===== config.mk =====
export PLATFORM = sky130hd
export DESIGN_NAME = lcd_read_ctrl_flat
export DESIGN_NICKNAME = d
export VERILOG_FILES = /design/src/rtl/lcd_read_ctrl_pkg.sv /design/src/rtl/lcd_read_ctrl_if.sv /design/src/rtl/lcd_read_ctrl_strobe_timer.sv /design/src/rtl/lcd_read_ctrl.sv /design/src/flat_wrapper.sv
export SDC_FILE = /design/constraint.sdc
export NUM_CORES = 1
export LEC_CHECK = 0
export CAP_MARGIN = 20
export CORE_ASPECT_RATIO = 0.5
export CORE_MARGIN = 2
export CORE_UTILIZATION = 30
export CTS_BUF_LIST = sky130_fd_sc_hd__clkbuf_16
export CTS_CLUSTER_DIAMETER = 120
export CTS_CLUSTER_SIZE = 30
export DETAILED_ROUTE_END_ITERATION = 8
export GPL_TIMING_DRIVEN = 0
export PLACE_DENSITY_LB_ADDON = 0.12
export RECOVER_POWER = 100
export SLEW_MARGIN = 10
export SYNTH_ARGS = -nofsm -noshare
export SYNTH_HDL_FRONTEND = slang
export SYNTH_SLANG_ARGS = --single-unit

===== constraint.sdc =====
create_clock -name clk -period 2 [get_ports clk]
set_clock_uncertainty 0.05 [all_clocks]
set_input_delay 0.4 -clock clk [delete_from_list [all_inputs] [get_ports clk]]
set_output_delay 0.4 -clock clk [all_outputs]
set_load 0.1 [all_outputs]

===== src/rtl/lcd_read_ctrl_pkg.sv =====
`default_nettype none
// ============================================================================
// Module   : lcd_pkg
// Brief    : Shared types and constants for the LCD read controller.
//            This package has no configuration macros.
// Revision : 1.0 - initial release
// ============================================================================
package lcd_pkg;

  localparam int   LCD_DB_W    = 16;
  localparam logic LCD_RS_REG  = 1'b0;
  localparam logic LCD_RS_DATA = 1'b1;

  typedef enum logic [3:0] {
    IDLE     = 4'd0,
    CS_SETUP = 4'd1,
    IDX_LO   = 4'd2,
    IDX_HI   = 4'd3,
    TURN     = 4'd4,
    RD_LO    = 4'd5,
    RD_HI    = 4'd6,
    FINISH   = 4'd7
  } lcd_rd_state_t;

  // Counter width needed to hold the largest of three strobe phase lengths.
  function automatic int lcd_cyc_w(input int a, input int b, input int c);
    int m;
    m = (a > b) ? a : b;
    m = (m > c) ? m : c;
    return $clog2(m + 1);
  endfunction

endpackage
`default_nettype wire


===== src/rtl/lcd_read_ctrl_if.sv =====
`default_nettype none
// ============================================================================
// Module   : lcd_read_ctrl_if
// Brief    : Command, read-stream and LCD pin bundle of the read controller.
//            LCD_READ_ABORT_EN adds the abort / aborted pair.
// Revision : 1.0 - initial release
// ============================================================================
interface lcd_read_ctrl_if #(
  parameter int CNT_W = 19
);
  import lcd_pkg::*;

  logic                cmd_valid;
  logic                cmd_ready;
  logic [LCD_DB_W-1:0] cmd_reg;
  logic [CNT_W-1:0]    cmd_cnt;
  logic [1:0]          cmd_dummy;
  logic [LCD_DB_W-1:0] rdata;
  logic                rvalid;
  logic                rready;
  logic                busy;
  logic                done;
  logic                lcd_cs;
  logic                lcd_wr;
  logic                lcd_rd;
  logic                lcd_rs;
  logic [LCD_DB_W-1:0] db_o;
  logic                db_oe;
  logic [LCD_DB_W-1:0] db_i;
`ifdef LCD_READ_ABORT_EN
  logic                abort;
  logic                aborted;

  modport master (output cmd_valid, cmd_reg, cmd_cnt, cmd_dummy, rready, db_i, abort,
                  input  cmd_ready, rdata, rvalid, busy, done, lcd_cs, lcd_wr,
                         lcd_rd, lcd_rs, db_o, db_oe, aborted);
  modport slave  (input  cmd_valid, cmd_reg, cmd_cnt, cmd_dummy, rready, db_i, abort,
                  output cmd_ready, rdata, rvalid, busy, done, lcd_cs, lcd_wr,
                         lcd_rd, lcd_rs, db_o, db_oe, aborted);
`else
  modport master (output cmd_valid, cmd_reg, cmd_cnt, cmd_dummy, rready, db_i,
                  input  cmd_ready, rdata, rvalid, busy, done, lcd_cs, lcd_wr,
                         lcd_rd, lcd_rs, db_o, db_oe);
  modport slave  (input  cmd_valid, cmd_reg, cmd_cnt, cmd_dummy, rready, db_i,
                  output cmd_ready, rdata, rvalid, busy, done, lcd_cs, lcd_wr,
                         lcd_rd, lcd_rs, db_o, db_oe);
`endif

endinterface
`default_nettype wire


===== src/rtl/lcd_read_ctrl_strobe_timer.sv =====
`default_nettype none
// ============================================================================
// Module   : lcd_strobe_timer
// Brief    : Loadable down-counter. expire is high on the last cycle of a
//            loaded interval; idle is high once the count has run out.
//            This module has no configuration macros.
// Revision : 1.0 - initial release
// ============================================================================
module lcd_strobe_timer #(
  parameter int W = 3
) (
  input  logic         clk,
  input  logic         rst,
  input  logic         load,
  input  logic [W-1:0] load_val,
  output logic         expire,
  output logic         idle
);

  logic [W-1:0] cnt_q;
  logic [W-1:0] cnt_d;

  // Load wins over counting; the counter parks at zero.
  always_comb begin
    cnt_d = cnt_q;
    if (load) begin
      cnt_d = load_val;
    end else if (cnt_q != '0) begin
      cnt_d = cnt_q - W'(1);
    end
  end

  // Count register.
  always_ff @(posedge clk) begin
    if (rst) begin
      cnt_q <= '0;
    end else begin
      cnt_q <= cnt_d;
    end
  end

  assign expire = (cnt_q == W'(1));
  assign idle   = (cnt_q == '0);

endmodule
`default_nettype wire


===== src/rtl/lcd_read_ctrl.sv =====
`default_nettype none
// ============================================================================
// Module   : lcd_read_ctrl
// Brief    : 8080-style LCD register read sequencer: index write, bus
//            turnaround, N read strobes with leading dummy reads discarded,
//            words delivered on a valid/ready stream.
//            LCD_READ_ABORT_EN adds an abort input and sticky aborted flag.
// Revision : 1.0 - initial release
// ============================================================================
module lcd_read_ctrl
  import lcd_pkg::*;
#(
  parameter int CNT_W       = 19,
  parameter int WR_LOW_CYC  = 1,
  parameter int RD_LOW_CYC  = 4,
  parameter int RD_HIGH_CYC = 2
) (
  input  logic           clk,
  input  logic           rst,
  lcd_read_ctrl_if.slave bus
);

  localparam int TMR_W = lcd_cyc_w(WR_LOW_CYC, RD_LOW_CYC, RD_HIGH_CYC);

  lcd_rd_state_t       state_q, state_d;
  logic [LCD_DB_W-1:0] reg_q, reg_d;
  logic [CNT_W-1:0]    cnt_q, cnt_d;
  logic [CNT_W-1:0]    delivered_q, delivered_d;
  logic [1:0]          dummy_left_q, dummy_left_d;
  logic [LCD_DB_W-1:0] rdata_q, rdata_d;
  logic                rvalid_q, rvalid_d;
  logic                done_q, done_d;
  logic                cmd_ready_q, cmd_ready_d;
  logic                busy_q, busy_d;
  logic                cs_q, cs_d;
  logic                wr_q, wr_d;
  logic                rd_q, rd_d;
  logic                rs_q, rs_d;
  logic                db_oe_q, db_oe_d;
`ifdef LCD_READ_ABORT_EN
  logic                aborted_q, aborted_d;
`endif

  logic             tmr_load;
  logic [TMR_W-1:0] tmr_val;
  logic             tmr_expire;
  logic             tmr_idle;
  logic             sample_word;

  lcd_strobe_timer #(.W(TMR_W)) u_timer (
    .clk      (clk),
    .rst      (rst),
    .load     (tmr_load),
    .load_val (tmr_val),
    .expire   (tmr_expire),
    .idle     (tmr_idle)
  );

  // Next state, datapath and pin values; pins derive from the next state so
  // they come straight out of flops aligned with the state register.
  always_comb begin
    state_d      = state_q;
    reg_d        = reg_q;
    cnt_d        = cnt_q;
    delivered_d  = delivered_q;
    dummy_left_d = dummy_left_q;
    rdata_d      = rdata_q;
    rvalid_d     = rvalid_q;
    tmr_load     = 1'b0;
    tmr_val      = '0;
    sample_word  = 1'b0;
`ifdef LCD_READ_ABORT_EN
    aborted_d    = aborted_q;
`endif
    if (rvalid_q && bus.rready) begin
      rvalid_d = 1'b0;
    end

    case (state_q)
      IDLE: begin
        if (bus.cmd_valid && cmd_ready_q) begin
          reg_d        = bus.cmd_reg;
          cnt_d        = bus.cmd_cnt;
          dummy_left_d = bus.cmd_dummy;
          delivered_d  = '0;
          state_d      = CS_SETUP;
`ifdef LCD_READ_ABORT_EN
          aborted_d    = 1'b0;
`endif
        end
      end
      CS_SETUP: begin
        tmr_load = 1'b1;
        tmr_val  = TMR_W'(WR_LOW_CYC);
        state_d  = IDX_LO;
      end
      IDX_LO: begin
        if (tmr_expire) begin
          state_d = IDX_HI;
        end
      end
      IDX_HI: begin
        state_d = (cnt_q == '0) ? FINISH : TURN;
      end
      TURN: begin
        tmr_load = 1'b1;
        tmr_val  = TMR_W'(RD_LOW_CYC);
        state_d  = RD_LO;
      end
      RD_LO: begin
        if (tmr_expire) begin
          if (dummy_left_q != 2'd0) begin
            dummy_left_d = dummy_left_q - 2'd1;
          end else begin
            sample_word = 1'b1;
            rdata_d     = bus.db_i;
            rvalid_d    = 1'b1;
            if (delivered_q != cnt_q) begin
              delivered_d = delivered_q + CNT_W'(1);
            end
          end
          tmr_load = 1'b1;
          tmr_val  = TMR_W'(RD_HIGH_CYC);
          state_d  = RD_HI;
        end
      end
      RD_HI: begin
        // Hold the bus quiet until the pending word has been taken.
        if ((tmr_expire || tmr_idle) && (!rvalid_q || bus.rready)) begin
          if (delivered_q == cnt_q) begin
            state_d = FINISH;
          end else begin
            tmr_load = 1'b1;
            tmr_val  = TMR_W'(RD_LOW_CYC);
            state_d  = RD_LO;
          end
        end
      end
      FINISH: begin
        state_d = IDLE;
      end
      default: begin
        state_d = IDLE;
      end
    endcase

`ifdef LCD_READ_ABORT_EN
    if (bus.abort && (state_q != IDLE) && (state_q != FINISH)) begin
      state_d   = FINISH;
      rvalid_d  = 1'b0;
      aborted_d = 1'b1;
    end
`endif

    cmd_ready_d = (state_d == IDLE);
    busy_d      = (state_d != IDLE);
    done_d      = (state_d == FINISH);
    cs_d        = (state_d == IDLE) || (state_d == FINISH);
    wr_d        = (state_d != IDX_LO);
    rd_d        = (state_d != RD_LO);
    db_oe_d     = (state_d == CS_SETUP) || (state_d == IDX_LO) || (state_d == IDX_HI);
    rs_d        = db_oe_d ? LCD_RS_REG : LCD_RS_DATA;
  end

  // State, datapath and registered pin outputs.
  always_ff @(posedge clk) begin
    if (rst) begin
      state_q      <= IDLE;
      reg_q        <= '0;
      cnt_q        <= '0;
      delivered_q  <= '0;
      dummy_left_q <= '0;
      rdata_q      <= '0;
      rvalid_q     <= 1'b0;
      done_q       <= 1'b0;
      cmd_ready_q  <= 1'b1;
      busy_q       <= 1'b0;
      cs_q         <= 1'b1;
      wr_q         <= 1'b1;
      rd_q         <= 1'b1;
      rs_q         <= LCD_RS_DATA;
      db_oe_q      <= 1'b0;
`ifdef LCD_READ_ABORT_EN
      aborted_q    <= 1'b0;
`endif
    end else begin
      state_q      <= state_d;
      reg_q        <= reg_d;
      cnt_q        <= cnt_d;
      delivered_q  <= delivered_d;
      dummy_left_q <= dummy_left_d;
      rdata_q      <= rdata_d;
      rvalid_q     <= rvalid_d;
      done_q       <= done_d;
      cmd_ready_q  <= cmd_ready_d;
      busy_q       <= busy_d;
      cs_q         <= cs_d;
      wr_q         <= wr_d;
      rd_q         <= rd_d;
      rs_q         <= rs_d;
      db_oe_q      <= db_oe_d;
`ifdef LCD_READ_ABORT_EN
      aborted_q    <= aborted_d;
`endif
    end
  end

  // A fresh sample must never land while the previous word is being taken.
  a_no_sample_on_accept : assert property (@(posedge clk) disable iff (rst)
    !(sample_word && rvalid_q && bus.rready));

  assign bus.cmd_ready = cmd_ready_q;
  assign bus.busy      = busy_q;
  assign bus.done      = done_q;
  assign bus.rdata     = rdata_q;
  assign bus.rvalid    = rvalid_q;
  assign bus.lcd_cs    = cs_q;
  assign bus.lcd_wr    = wr_q;
  assign bus.lcd_rd    = rd_q;
  assign bus.lcd_rs    = rs_q;
  assign bus.db_o      = reg_q;
  assign bus.db_oe     = db_oe_q;
`ifdef LCD_READ_ABORT_EN
  assign bus.aborted   = aborted_q;
`endif

endmodule
`default_nettype wire


===== src/flat_wrapper.sv =====
// flat-port wrapper written by rule: the top's interface ports become plain ports
module lcd_read_ctrl_flat import lcd_pkg::*;
#(
  parameter int CNT_W       = 19,
  parameter int WR_LOW_CYC  = 1,
  parameter int RD_LOW_CYC  = 4,
  parameter int RD_HIGH_CYC = 2
)
  (clk, rst, bus_cmd_valid, bus_cmd_reg, bus_cmd_cnt, bus_cmd_dummy, bus_rready, bus_db_i, bus_cmd_ready, bus_rdata, bus_rvalid, bus_busy, bus_done, bus_lcd_cs, bus_lcd_wr, bus_lcd_rd, bus_lcd_rs, bus_db_o, bus_db_oe);
  lcd_read_ctrl_if #(.CNT_W(CNT_W)) bus_i ();
  input  logic clk;
  input  logic rst;
  input wire logic [$bits(bus_i.cmd_valid)-1:0] bus_cmd_valid;
  input wire logic [$bits(bus_i.cmd_reg)-1:0] bus_cmd_reg;
  input wire logic [$bits(bus_i.cmd_cnt)-1:0] bus_cmd_cnt;
  input wire logic [$bits(bus_i.cmd_dummy)-1:0] bus_cmd_dummy;
  input wire logic [$bits(bus_i.rready)-1:0] bus_rready;
  input wire logic [$bits(bus_i.db_i)-1:0] bus_db_i;
  output wire logic [$bits(bus_i.cmd_ready)-1:0] bus_cmd_ready;
  output wire logic [$bits(bus_i.rdata)-1:0] bus_rdata;
  output wire logic [$bits(bus_i.rvalid)-1:0] bus_rvalid;
  output wire logic [$bits(bus_i.busy)-1:0] bus_busy;
  output wire logic [$bits(bus_i.done)-1:0] bus_done;
  output wire logic [$bits(bus_i.lcd_cs)-1:0] bus_lcd_cs;
  output wire logic [$bits(bus_i.lcd_wr)-1:0] bus_lcd_wr;
  output wire logic [$bits(bus_i.lcd_rd)-1:0] bus_lcd_rd;
  output wire logic [$bits(bus_i.lcd_rs)-1:0] bus_lcd_rs;
  output wire logic [$bits(bus_i.db_o)-1:0] bus_db_o;
  output wire logic [$bits(bus_i.db_oe)-1:0] bus_db_oe;
  assign bus_i.cmd_valid = bus_cmd_valid;
  assign bus_i.cmd_reg = bus_cmd_reg;
  assign bus_i.cmd_cnt = bus_cmd_cnt;
  assign bus_i.cmd_dummy = bus_cmd_dummy;
  assign bus_i.rready = bus_rready;
  assign bus_i.db_i = bus_db_i;
  assign bus_cmd_ready = bus_i.cmd_ready;
  assign bus_rdata = bus_i.rdata;
  assign bus_rvalid = bus_i.rvalid;
  assign bus_busy = bus_i.busy;
  assign bus_done = bus_i.done;
  assign bus_lcd_cs = bus_i.lcd_cs;
  assign bus_lcd_wr = bus_i.lcd_wr;
  assign bus_lcd_rd = bus_i.lcd_rd;
  assign bus_lcd_rs = bus_i.lcd_rs;
  assign bus_db_o = bus_i.db_o;
  assign bus_db_oe = bus_i.db_oe;
  lcd_read_ctrl #(.CNT_W(CNT_W), .WR_LOW_CYC(WR_LOW_CYC), .RD_LOW_CYC(RD_LOW_CYC), .RD_HIGH_CYC(RD_HIGH_CYC)) u_core (.clk(clk), .rst(rst), .bus(bus_i));
endmodule

==> reports/results.ini <==
[sta]
finalSetupTns_ns = 0
fin_crit_ns = 1.981
hold_viol_final = 0
rsz0062_at_grt = true
max_freq_mhz = 504.9
timing.hold.ws_ns = 0.4030
final-setup-viol-count = 0
maxSlewHeadroom_pct = 34.00
tightest_slew_ns = 0.9939
maxSlewViolCount = 0
period_share_pct = 99.03
fin_ws_ns = 0.01945

[clock_tree]
clock_latency_ns = 0.34
clockBufferDepth = 2
clock_sinks = 88
path_clk_slew_ns = 0.07
cts_buffers = 9
clockRootBuffer = clkbuf_16
cts_max_level = 3
cts_tree = yes

[cells_and_area]
syn_to_final_growth_pct = 47.29
multiInputGateArea_um2 = 2143
nFillCells = 1299
register_area_um2 = 1789
final_cell_count_no_fill = 775
drive_gt1_share_pct = 20.99
nets = 662
diodes = 0

[detailed_routing]
post_drt_wl_per_cell_um = 14.07
dr.pass1.iters = 4
vias_per_cell = 4.632
drt_iter0_markers = 163
finalWirelength_um = 10900
num_vias = 3590
ant_nets = 0
drc = 0

[synth]
syn_inst = 476
async_reset_ff_share_pct = 0
synth_commonest_cells = nand2_1 (117), dfxtp_1 (88), a21oi_1 (68), nor2_1 (26), clkbuf_1 (21)
synth_top_area_share_pct = 45.45
synthFlopType = dfxtp_1
yosys_warnings = 0
ys_seq_area_share_pct = 45.45
synth-edff-count = 0
syn_avg_cell_area_um2 = 8.143
synth-seq-cells = 88
syn_nets = 538
ys_types = 50
yosys.area.top_type = dfxtp_1
ys_top_cells_by_area = dfxtp_1 (45%), nand2_1 (11%), a21oi_1 (8.8%)
yosysMostFrequentCell = nand2_1
synth_area_um2 = 3876

[placement]
portBuffers = 97
dp_cells = 743
routabilityCongestion = 0.8052
place_ws_ns = -0.5434
hpwl_um = 7890

[floorplanning]
start_util_pct = 30.70
core_um2 = 12630
die_area_um2 = 13900
pin_count = 98
fp.dieH_um = 84.38
rows = 29
die-width_um = 164.8

[power_and_ir_drop]
power_density_nw_per_um2 = 826.8
power.ir.vdd_worst_uv = 369.2
finalPower_mw = 4.721
leakage_nw = 2.148

[min_path]
hold_path.class = reg -> reg
hold_path_startpoint = u_core.bus.rdata[8]$_SDFFE_PP0P_
min_path_cells = 2
hold-path-endpoint = u_core.bus.rdata[8]$_SDFFE_PP0P_

[grt]
grt_pass1_wl_um = 17440
grt-busiest-layer = met2
grtUsageMet1_pct = 21.64
grt_use_met3_pct = 4.941
grt_max_degree = 16
grt_pass1_vias = 3496
antenna_found_initial = 0
grt_overflow = 0
met2_usage_pct = 25.26
track_usage_pct = 16.03

[critical_path]
crit_fanout = 8
cp.required_ns = 2.23
reg2reg_to = u_core.delivered_q[11]$_SDFFE_PP0P_
reg2regPathDepth = 8
worstSetupPathType = reg -> reg
start_kind = register
cp.arrival_ns = 2.21
ff2ff_setup_slack_ns = 0.02
reg2reg_from = u_core.state_q[3]$_SDFF_PP0_
cp-end-kind = register

[status]
status = finished clean

[job]
cap_viol_max_count = 0

[metrics by stage]
step | cell area (µm²) | utilization, %
final | 5709 | 45.21
after global routing | 5709 | 45.21
after CTS | 5497 | 43.53
after detailed placement | 5065 | 40.11
after global placement | 5065 | 40.11
after floorplan | 3881 | -
[routing by layer]
| metal | part of all wire [%] | vias to the layer above | wire [µm] |
|---|---|---|---|
| li1 | - | 1874 | - |
| met1 | 50 | 1648 | 5497 |
| met2 | 44 | 62 | 4828 |
| met3 | 4.6 | 6 | 502 |
| met4 | 0.68 | 0 | 74 |
| met5 | 0 | - | 0 |
[power by group]
group	switching, mW	internal [mW]	leakage (nW)
Sequential	0.0829	1.84	0.724
Clock	0.726	0.968	0.139
Combinational	0.655	0.452	1.29
[placed cells by master (no fill, tap or decap), types with 7 or more instances in the layout]
cell             instances
nand2_1                117
xnor2_1                 11
o21ai_0                  7
clkbuf_16                9
dfxtp_1                 70
clkdlybuf4s15_1         21
a21oi_1                 64
nor2_1                  25
buf_4                   14
xor2_1                  11
clkdlybuf4s50_1         56
clkbuf_2                24
xor2_2                   7
inv_1                    9
dfxtp_2                 16
[final cells by class]
class                   count  area share [%]
multi-input cells         348           37.54
clock inverters             7           1.249
repair buffers            115           18.43
clock buffers               9           3.945
flip-flops and latches     88           31.34
plain buffers              28           3.112
well taps                 170           3.726
inverters                  10          0.6575
[sequential cells by signal (all words and copies together) (netlist names)]
signal	cells
u_core.cnt_q	19
u_core.delivered_q	19
u_core.bus.db_o	16
u_core.bus.rdata	16
u_core.state_q	4
u_core.u_timer.cnt_q	3
u_core.dummy_left_q	2
u_core.bus.busy	1
u_core.bus.cmd_ready	1
u_core.bus.db_oe	1
u_core.bus.done	1
u_core.bus.lcd_cs	1
u_core.bus.lcd_rd	1
u_core.bus.lcd_rs	1
u_core.bus.lcd_wr	1
u_core.bus.rvalid	1
[how the worst max path moves through the flow]
stage	slack [ns]	start	end	depth (start not counted)
floorplan	0.02	u_core.u_timer.cnt_q[1]$_SDFFE_PP0P_	u_core.delivered_q[17]$_SDFFE_PP0P_	9
global placement	-0.58	bus_rready	u_core.bus.db_oe$_SDFF_PP0_	7
detailed placement	-0.54	bus_rready	u_core.bus.db_oe$_SDFF_PP0_	7
CTS	-0.0006	u_core.u_timer.cnt_q[1]$_SDFFE_PP0P_	u_core.delivered_q[17]$_SDFFE_PP0P_	9
global route	-0.09	u_core.delivered_q[2]$_SDFFE_PP0P_	u_core.u_timer.cnt_q[0]$_SDFFE_PP0P_	7
finish	0.02	u_core.state_q[3]$_SDFF_PP0_	u_core.delivered_q[11]$_SDFFE_PP0P_	8
[worst max-delay path: stages, from the launching register on]
cell and delay, ns:
dfxtp_1 0.31, buf_6 0.13, and4bb_4 0.34, and3_4 0.20, and4_4 0.23, o21ai_4 0.08, buf_12 0.15, or3_4 0.32
a21oi_2 0.11
[logic make-up (layout without fill, tap and decap cells)]
family / after synthesis / count (layout) / synth area share [%]
buffers and inverters: 40 / 169 / 4.390
xor gates and xnor gates: 29 / 29 / 6.553
other: 1 / 1 / 0.09674
and+or+nand+nor: 201 / 201 / 23.82
adders and majority gates: 5 / 5 / 1.614
AOI/OAI and AO/OA: 107 / 107 / 16.75
DFF: 88 / 88 / 45.45
muxes: 5 / 5 / 1.323
[repair_timing]
action                     CTS  global route
setup buffers               10             8
setup endpoints to repair  117           107
hold buffers                 0             0
gates resized for setup     85           112
pin swaps                    5            17
Note: power is estimated with default switching activity, not from simulation.
